## src/rtl/sisa_pkg.sv

```systemverilog
// sCPU instruction-set constants shared by the fetch sequencer and its field decoder.
// Latency: n/a (types, constants and one pure function only).
// Backpressure: n/a.
// Contents: PC/instruction widths, field bit positions, control opcode and
// condition codes, the 2-bit sequencer state encoding, and the branch-taken rule.
package sisa_pkg;

  localparam int PC_W    = 4;
  localparam int INSTR_W = 8;
  localparam int OP_W    = 2;
  localparam int REG_W   = 2;
  localparam int IMM_W   = 4;

  // Field positions inside the 8-bit instruction word.
  localparam int OP_MSB  = 7;
  localparam int OP_LSB  = 6;
  localparam int RD_MSB  = 5;
  localparam int RD_LSB  = 4;
  localparam int RS_MSB  = 3;
  localparam int RS_LSB  = 2;
  localparam int IMM_MSB = 3;
  localparam int IMM_LSB = 0;

  localparam logic [OP_W-1:0] OP_CTRL = 2'b11;

  // For control ops the rd field carries the condition code.
  localparam logic [REG_W-1:0] COND_JMP  = 2'b00;
  localparam logic [REG_W-1:0] COND_JZ   = 2'b01;
  localparam logic [REG_W-1:0] COND_JNZ  = 2'b10;
  localparam logic [REG_W-1:0] COND_HALT = 2'b11;

  typedef enum logic [1:0] {
    FETCH = 2'd0,
    EXEC  = 2'd1,
    HALT  = 2'd2
  } state_t;

  // Whether a jump-class control op loads imm into the PC.
  function automatic logic branch_taken(input logic [REG_W-1:0] cond, input logic zero_flag);
    case (cond)
      COND_JMP: branch_taken = 1'b1;
      COND_JZ:  branch_taken = zero_flag;
      COND_JNZ: branch_taken = ~zero_flag;
      default:  branch_taken = 1'b0;
    endcase
  endfunction

endpackage

```

## src/rtl/fetch_sequencer_if.sv

```systemverilog
// Bundle between the fetch sequencer, instruction memory and datapath.
// Latency: n/a (wires only).
// Backpressure: stall from the datapath holds the sequencer in EXEC.
// master = sequencer side, slave = memory/datapath side.
// step_req exists only when FETCH_SINGLE_STEP_EN is defined.
interface fetch_sequencer_if;
  import sisa_pkg::*;

  logic [PC_W-1:0]    imem_sel;
  logic [INSTR_W-1:0] imem_instr;
  logic               zero_flag;
  logic               stall;
  logic               restart;
  logic [INSTR_W-1:0] ir;
  logic [OP_W-1:0]    opcode;
  logic [REG_W-1:0]   rd;
  logic [REG_W-1:0]   rs;
  logic [IMM_W-1:0]   imm;
  logic               exec_valid;
  logic               halted;
`ifdef FETCH_SINGLE_STEP_EN
  logic               step_req;
`endif

  modport master (
    output imem_sel, ir, opcode, rd, rs, imm, exec_valid, halted,
`ifdef FETCH_SINGLE_STEP_EN
    input  step_req,
`endif
    input  imem_instr, zero_flag, stall, restart
  );

  modport slave (
    input  imem_sel, ir, opcode, rd, rs, imm, exec_valid, halted,
`ifdef FETCH_SINGLE_STEP_EN
    output step_req,
`endif
    output imem_instr, zero_flag, stall, restart
  );

endinterface

```

## src/rtl/fetch_sequencer_instr_field_decode.sv

```systemverilog
// Splits an instruction word into its fields and flags control ops.
// Latency: combinational, zero cycles.
// Backpressure: none.
// Ports: ir in; opcode/rd/rs/imm slices out; is_ctrl (opcode==OP_CTRL); cond (= rd field).
module instr_field_decode
  import sisa_pkg::*;
(
  input  logic [INSTR_W-1:0] ir,
  output logic [OP_W-1:0]    opcode,
  output logic [REG_W-1:0]   rd,
  output logic [REG_W-1:0]   rs,
  output logic [IMM_W-1:0]   imm,
  output logic               is_ctrl,
  output logic [REG_W-1:0]   cond
);

  assign opcode  = ir[OP_MSB:OP_LSB];
  assign rd      = ir[RD_MSB:RD_LSB];
  assign rs      = ir[RS_MSB:RS_LSB];
  assign imm     = ir[IMM_MSB:IMM_LSB];
  assign is_ctrl = (opcode == OP_CTRL);
  assign cond    = rd;

endmodule

```

## src/rtl/fetch_sequencer.sv

```systemverilog
// Fetch/exec sequencer for the sCPU: owns PC, latches IR, resolves jumps/halt, strobes exec_valid.
// Latency: 2 cycles per instruction (FETCH, EXEC); exec_valid is registered, high the cycle after EXEC.
// Backpressure: stall holds EXEC (PC, IR, state frozen); restart leaves HALT only.
// Ports: clk, rst_n (async active-low), bus (fetch_sequencer_if.master).
// Optional: FETCH_SINGLE_STEP_EN adds bus.step_req; FETCH then waits for it before latching.
module fetch_sequencer
  import sisa_pkg::*;
#(
  parameter logic [PC_W-1:0] RESET_PC = 4'd0
) (
  input  logic               clk,
  input  logic               rst_n,
  fetch_sequencer_if.master  bus
);

  state_t             state;
  logic [PC_W-1:0]    pc;
  logic [INSTR_W-1:0] ir_q;
  logic               exec_valid_q;
  logic               halted_q;

  logic [OP_W-1:0]    dec_opcode;
  logic [REG_W-1:0]   dec_rd;
  logic [REG_W-1:0]   dec_rs;
  logic [IMM_W-1:0]   dec_imm;
  logic               dec_is_ctrl;
  logic [REG_W-1:0]   dec_cond;
  logic               fetch_go;

  instr_field_decode u_decode (
    .ir      (ir_q),
    .opcode  (dec_opcode),
    .rd      (dec_rd),
    .rs      (dec_rs),
    .imm     (dec_imm),
    .is_ctrl (dec_is_ctrl),
    .cond    (dec_cond)
  );

`ifdef FETCH_SINGLE_STEP_EN
  assign fetch_go = bus.step_req;
`else
  assign fetch_go = 1'b1;
`endif

  assign bus.imem_sel   = pc;
  assign bus.ir         = ir_q;
  assign bus.opcode     = dec_opcode;
  assign bus.rd         = dec_rd;
  assign bus.rs         = dec_rs;
  assign bus.imm        = dec_imm;
  assign bus.exec_valid = exec_valid_q;
  assign bus.halted     = halted_q;

  always_ff @(posedge clk or negedge rst_n) begin
    if (!rst_n) begin
      state        <= FETCH;
      pc           <= RESET_PC;
      ir_q         <= '0;
      exec_valid_q <= 1'b0;
      halted_q     <= 1'b0;
    end else begin
      // Strobe defaults low; only a completing datapath op raises it.
      exec_valid_q <= 1'b0;
      case (state)
        FETCH: begin
          if (fetch_go) begin
            ir_q  <= bus.imem_instr;
            state <= EXEC;
          end
        end
        EXEC: begin
          // Stall wins over everything, including branch resolution,
          // so zero_flag is only looked at in the releasing cycle.
          if (!bus.stall) begin
            if (!dec_is_ctrl) begin
              exec_valid_q <= 1'b1;
              pc           <= pc + 4'd1;
              state        <= FETCH;
            end else if (dec_cond == COND_HALT) begin
              halted_q <= 1'b1;
              state    <= HALT;
            end else begin
              pc    <= branch_taken(dec_cond, bus.zero_flag) ? dec_imm : pc + 4'd1;
              state <= FETCH;
            end
          end
        end
        HALT: begin
          if (bus.restart) begin
            pc       <= RESET_PC;
            halted_q <= 1'b0;
            state    <= FETCH;
          end
        end
        default: begin
          state <= FETCH;
        end
      endcase
    end
  end

endmodule
```

## src/flat_wrapper.sv

```systemverilog
// flat-port wrapper written by rule: the top's interface ports become plain ports
module fetch_sequencer_flat import sisa_pkg::*;
#(
  parameter logic [PC_W-1:0] RESET_PC = 4'd0
)
  (clk, rst_n, bus_imem_sel, bus_ir, bus_opcode, bus_rd, bus_rs, bus_imm, bus_exec_valid, bus_halted, bus_imem_instr, bus_zero_flag, bus_stall, bus_restart);
  fetch_sequencer_if bus_i ();
  input  logic clk;
  input  logic rst_n;
  output wire logic [$bits(bus_i.imem_sel)-1:0] bus_imem_sel;
  output wire logic [$bits(bus_i.ir)-1:0] bus_ir;
  output wire logic [$bits(bus_i.opcode)-1:0] bus_opcode;
  output wire logic [$bits(bus_i.rd)-1:0] bus_rd;
  output wire logic [$bits(bus_i.rs)-1:0] bus_rs;
  output wire logic [$bits(bus_i.imm)-1:0] bus_imm;
  output wire logic [$bits(bus_i.exec_valid)-1:0] bus_exec_valid;
  output wire logic [$bits(bus_i.halted)-1:0] bus_halted;
  input wire logic [$bits(bus_i.imem_instr)-1:0] bus_imem_instr;
  input wire logic [$bits(bus_i.zero_flag)-1:0] bus_zero_flag;
  input wire logic [$bits(bus_i.stall)-1:0] bus_stall;
  input wire logic [$bits(bus_i.restart)-1:0] bus_restart;
  assign bus_imem_sel = bus_i.imem_sel;
  assign bus_ir = bus_i.ir;
  assign bus_opcode = bus_i.opcode;
  assign bus_rd = bus_i.rd;
  assign bus_rs = bus_i.rs;
  assign bus_imm = bus_i.imm;
  assign bus_exec_valid = bus_i.exec_valid;
  assign bus_halted = bus_i.halted;
  assign bus_i.imem_instr = bus_imem_instr;
  assign bus_i.zero_flag = bus_zero_flag;
  assign bus_i.stall = bus_stall;
  assign bus_i.restart = bus_restart;
  fetch_sequencer #(.RESET_PC(RESET_PC)) u_core (.clk(clk), .rst_n(rst_n), .bus(bus_i));
endmodule
```

## config.mk

```make
export PLATFORM = sky130hd
export DESIGN_NAME = fetch_sequencer_flat
export DESIGN_NICKNAME = d
export VERILOG_FILES = /design/src/rtl/sisa_pkg.sv /design/src/rtl/fetch_sequencer_if.sv /design/src/rtl/fetch_sequencer_instr_field_decode.sv /design/src/rtl/fetch_sequencer.sv /design/src/flat_wrapper.sv
export SDC_FILE = /design/constraint.sdc
export NUM_CORES = 1
export LEC_CHECK = 0
export CORE_MARGIN = 2
export CORE_UTILIZATION = 46
export DETAILED_ROUTE_END_ITERATION = 10
export PLACE_DENSITY_LB_ADDON = 0.08
export RECOVER_POWER = 100
export SYNTH_ARGS = -nofsm -noshare
export SYNTH_HDL_FRONTEND = slang
export SYNTH_SLANG_ARGS = --single-unit
```

## constraint.sdc

```tcl
create_clock -name clk -period 4.4 [get_ports clk]
set_clock_uncertainty 0.05 [all_clocks]
set_input_delay 1.32 -clock clk [delete_from_list [all_inputs] [get_ports clk]]
set_output_delay 1.32 -clock clk [all_outputs]
set_load 0.05 [all_outputs]
```

==> results_dict.tcl, run 1 <==
set metrics [dict create \
    outcome "finished, final reports clean" \
    die_area_sq_mm 0.00241 \
    cts_hold_buf 0 \
    hold_viol 0 \
    cp-end-kind "output pin" \
    rsz0062_at_grt "false" \
    dieWidth_um 49.1 \
    hp-start "u_core.bus.halted" \
    yosys_warnings 0 \
    crit_slowest_cell "dlygate4sd3_1" \
    yosys.area_share.simple_pct 12.0 \
    grt_pass1_vias 748 \
    routed_wl_mm 2.04 \
    setup_viol 0 \
    drc 0 \
    cts_inserted_buffers 3 \
    cpPeakStageDelay_ps 900 \
    cpLargestDelayFamily "buffers and inverters" \
    drt-pass1-iter-count 4 \
    synthAdderAreaFrac_pct 6.68 \
    worst-setup-path-type "reg -> out" \
    cp_data_required_time_ps 3030 \
    crit_buf_inv 1 \
    clk_latency_ps 280 \
    ys_seq_area_share_pct 42.7 \
    clk_pin_slew_ps 100 \
    grt_pass1_wl_mm 3.45 \
    grt_overflow 0 \
    clock.fmax_ghz 0.334 \
    antenna_found_initial 0 \
    worstHoldPathType "reg -> reg" \
    die_h_um 49.1 \
    gp_congestion 0.776 \
    maxCapViolations 0 \
    path_max_fanout 6 \
    diodes 0 \
    rows 16 \
    syn_to_final_growth_pct 34.6 \
    ys_seq_elements 16 \
    crit_path_cell_trace "dlygate4sd3_1" \
    netlist_instances 86 \
    cts.path.max_buffers 2 \
    ys_types 29 \
    stdcell_count 141 \
    synth-compound-area-share_pct 12.8 \
    cp.arrival_ps 1620 \
    dr.first_iter.drc_count 14 \
    wl_per_cell_um 14.5 \
    grt_usage_pct 18.5 \
    synth.cell_area_sq_um 937 \
    layout-drive-gt1-share_pct 14.9 \
    final_nets 134 \
    synth-xor-area-share_pct 0 \
    rr_startpoint "u_core.state[0]" \
    cts_resized 0 \
    startpoint "u_core.bus.imem_sel[0]" \
    port-buffer-count 36 \
    cts_tree "yes" \
    dpl.hpwl_mm 1.59 \
    core_area_sq_mm 0.00194 \
    synth_top_family_by_area "multiplexers" \
    start_util_pct 48.3 \
    synth.area.mux_share_pct 15.8 \
    grt_max_degree 17 \
    slew_headroom_pct 50.6 \
    dr_total_vias 728 \
    period_share_pct 68.0 \
    ctsRootBufferMaster "clkbuf_4" \
    clock_sinks 16 \
    crit_path_start_kind "flip-flop" \
    period_needed_ps 2990 \
    avgViaCountPerCell 5.16 \
    synth_nets 104 \
    post-cts-setup-buffers 0 \
    ant_nets 0 \
    post-place-cells 138 \
    setup_tns_ps 0 \
    maxSlewViolCount 0 \
    htreeDepth 1 \
    worst_pin_slew_ps 738 \
    pin_count 37 \
    postSynthAreaPerCell_sq_um 10.9 \
]
## per-stage QoR
step	hold WS [ps]	setup WS [ps]	utilization (%)	instance area, sq um
floorplan	516	2050	-	937
global placement	463	1520	64.5	1250
detailed placement	465	1480	64.5	1250
CTS	491	1460	65.7	1270
global route	525	1340	64.9	1260
finish	476	1410	64.9	1260
## path summary, 6_finish.rpt
kind                                           to  slack, ps  cells after the start
max reg2reg                u_core.bus.imem_sel[0]       2460                      6
max in group asynchronous        u_core.bus.ir[2]       2350                      1
min in group asynchronous        u_core.bus.ir[3]       1480                      1
min reg2reg                     u_core.bus.halted        480                      1
max                               bus_imem_sel[0]       1410                      1
min                             u_core.bus.halted        480                      1
## synth_stat cells
master / n / area, sq um
dfrtp_1: 16 / 400
buf_4: 10 / 75.1
mux2_2: 10 / 113
ha_1: 5 / 62.6
nand2_1: 5 / 18.8
nor2_1: 5 / 18.8
inv_1: 4 / 15.0
a21oi_1: 3 / 15.0
a22o_1: 3 / 26.3
nand3_1: 3 / 15.0
o21ai_0: 3 / 15.0
mux2i_1: 2 / 20.0
a211o_1: 1 / 8.76
a211oi_1: 1 / 7.51
a21oi_4: 1 / 16.3
a31oi_1: 1 / 6.26
and2_1: 1 / 6.26
and2_2: 1 / 7.51
clkbuf_1: 1 / 3.75
mux2_4: 1 / 15.0
nand2_2: 1 / 6.26
nand3b_1: 1 / 7.51
nor2b_4: 1 / 13.8
nor3_1: 1 / 5.00
nor3b_1: 1 / 7.51
o211ai_1: 1 / 7.51
o32ai_1: 1 / 8.76
o41ai_1: 1 / 8.76
or2_2: 1 / 6.26
## layout make-up
type / count / area, sq um
fill: 177 / 681
multi-input combinational: 55 / 429
sequential: 16 / 400
timing repair buffer: 36 / 360
tap: 27 / 33.8
clock buffer: 3 / 22.5
inverter: 4 / 15.0
## state kept, by name, indices dropped and copies added, names as in the netlist
register and flops:
u_core.bus.imem_sel 4, u_core.bus.halted 1, u_core.bus.exec_valid 1, u_core.bus.ir 8, u_core.state 2
## cells by family (layout without fill, tap and decap cells)
family | after synthesis | count (layout)
adder cells (fa/ha/maj) | 5 | 5
buffers and inverters | 15 | 43
flip-flops | 16 | 16
multiplexers | 13 | 13
AO/OA/AOI/OAI | 16 | 16
AND/OR/NAND/NOR | 21 | 21
## metal layers
| metal | vias up | global-route usage, % | share of wire (%) |
|---|---|---|---|
| met5 | - | 0 | 0 |
| met1 | 355 | 21.3 | 42 |
| met2 | 20 | 33.8 | 52 |
| met3 | 2 | 4.60 | 5.8 |
| li1 | 351 | - | - |
| met4 | 0 | 4.29 | 0.59 |
## cell usage in the layout (no fill, tap or decap)
| cell type | n |
|---|---|
| o32ai_1 | 1 |
| a22o_1 | 3 |
| nand3_1 | 3 |
| dfrtp_1 | 16 |
| ha_1 | 5 |
| a211oi_1 | 1 |
| o41ai_1 | 1 |
| and2_2 | 1 |
| nand3b_1 | 1 |
| mux2i_1 | 2 |
| nor3b_1 | 1 |
| or2_2 | 1 |
| o211ai_1 | 1 |
| a21oi_1 | 4 |
| a31oi_1 | 1 |
| clkdlybuf4s50_1 | 2 |
| nor3_1 | 1 |
| clkbuf_4 | 3 |
| a211o_1 | 1 |
| nor2_1 | 5 |
| inv_1 | 4 |
| mux2_2 | 10 |
| nand2_1 | 6 |
| and2_1 | 1 |
| nor2b_4 | 1 |
| dlygate4sd3_1 | 34 |
| mux2_4 | 1 |
| o21ai_0 | 3 |
Power of run 1 is left out: the tool's default activity adds up to more than one toggle a clock period on the data nets, which glitch-free logic cannot reach.
==> inputs of run 2 (changes only) <==
Settings changed: CORE_UTILIZATION 46 to 42.
Clock period 4.4 ns to 2.9 ns, I/O delays scaled along.
==> results_dict.tcl, run 2 (synthesized netlist as in run 1, its figures left out) <==
set metrics [dict create \
    outcome "finished, final reports clean" \
    min_to "u_core.bus.halted" \
    largest_register_ffs 8 \
    diodes 0 \
    cp-end-kind "output pin" \
    cpLargestDelayFamily "buffers and inverters" \
    worst-r2r-cell-count 6 \
    wl_met3_um 98 \
    routed_wl_mm 1.89 \
    core_area_sq_mm 0.00217 \
    start_util_pct 43.2 \
    grt_pass1_wl_mm 3.12 \
    cp_data_required_time_ps 1980 \
    dr_total_vias 732 \
    dr.first_iter.drc_count 6 \
    die_h_um 51.2 \
    grt_max_degree 17 \
    clk_pin_slew_ps 100 \
    crit_buf_inv 1 \
    period_share_pct 88.3 \
    ctsRootBufferMaster "clkbuf_4" \
    layout-drive-gt1-share_pct 15.7 \
    rows 17 \
    setup_viol 0 \
    cts_tree "yes" \
    ant_nets 0 \
    die_area_sq_mm 0.00263 \
    fill_cells 200 \
    post-cts-setup-buffers 0 \
    hp-start "u_core.bus.halted" \
    final_common_cell "dlygate4sd3_1" \
    wl_per_cell_um 13.2 \
    setup_tns_ps 0 \
    clock.fmax_ghz 0.390 \
    crit_path_cell_trace "dlygate4sd3_1" \
    cts_resized 0 \
    cts.path.max_buffers 2 \
    clk_latency_ps 290 \
    crit_path_start_kind "flip-flop" \
    maxSlewViolCount 0 \
    holdPathStages 1 \
    avgViaCountPerCell 5.12 \
    cpPeakStageDelay_ps 900 \
    port-buffer-count 36 \
    cp.arrival_ps 1640 \
    gp_congestion 0.864 \
    cts_inserted_buffers 3 \
    hold_viol 0 \
    maxCapViolations 0 \
    rr_startpoint "u_core.state[0]" \
    worst_pin_slew_ps 687 \
    final_nets 134 \
    syn_to_final_growth_pct 36.2 \
    dr.max_layer_used "met4" \
    pin_count 37 \
    worstHoldPathType "reg -> reg" \
    r2r_slack_ps 1010 \
    layout.cells.most_common_list "26 x dlygate4sd3_1, 16 x dfrtp_1, 10 x mux2_2, 10 x clkdlybuf4s50_1, 6 x nand2_1" \
    clock_sinks 16 \
    r2r_end "u_core.bus.imem_sel[2]" \
    dpl.hpwl_mm 1.48 \
    drt-pass1-iter-count 4 \
    cts_hold_buf 0 \
    rsz0062_at_grt "false" \
    grt_pass1_vias 721 \
    grt_overflow 0 \
    grt_usage_pct 16.3 \
    crit_slowest_cell "dlygate4sd3_1" \
    slew_headroom_pct 54.1 \
    wl_met1_um 821 \
    dr_wl_met2_um 956 \
    period_needed_ps 2560 \
    dieWidth_um 51.2 \
    path_max_fanout 6 \
    antenna_found_initial 0 \
    htreeDepth 1 \
    drc 0 \
    worst-setup-path-type "reg -> out" \
]
-- run 2: changes by cell type in the layout (fill, tap and decap cells not counted) --
cell | previous run | this run
clkdlybuf4s50_1 | 2 | 10
dlygate4sd3_1 | 34 | 26
clkbuf_8 | 0 | 1
-- run 2: how the worst max path moves through the flow --
stage | from | to | depth (start not counted)
floorplan | bus_zero_flag | u_core.bus.imem_sel[3] | 4
global placement | bus_zero_flag | u_core.bus.imem_sel[3] | 5
detailed placement | bus_zero_flag | u_core.bus.imem_sel[3] | 5
CTS | u_core.bus.ir[4] | bus_ir[4] | 1
global route | u_core.bus.imem_sel[0] | bus_imem_sel[0] | 1
finish | u_core.bus.imem_sel[0] | bus_imem_sel[0] | 1
-- run 2: through the flow --
step | util, % | hold WS, ps | worst slack (ps) | std cells | area (sq um)
2_1_floorplan | - | 516 | 1000 | 86 | 937
3_3_place_gp | 57.8 | 465 | 420 | 139 | 1250
3_5_place_dp | 57.8 | 474 | 403 | 139 | 1250
4_1_cts | 59.5 | 496 | 390 | 143 | 1290
5_1_grt | 58.8 | 526 | 261 | 143 | 1280
6_report | 58.8 | 481 | 339 | 143 | 1280
-- run 2: layout make-up --
type	count	area [sq um]	area share, %
well taps	28	35.0	2.75
repair buffers	36	360	28.2
inverters	4	15.0	1.18
clock buffers	4	36.3	2.84
multi-input cells	55	429	33.6
flip-flops and latches	16	400	31.4
-- run 2: layer usage --
layer	global-route usage, %	vias to the layer above
met5	0	-
met4	6.58	0
met2	27.3	21
met3	4.39	2
met1	20.0	360
li1	-	349
Power of run 2 is left out for the same reason.
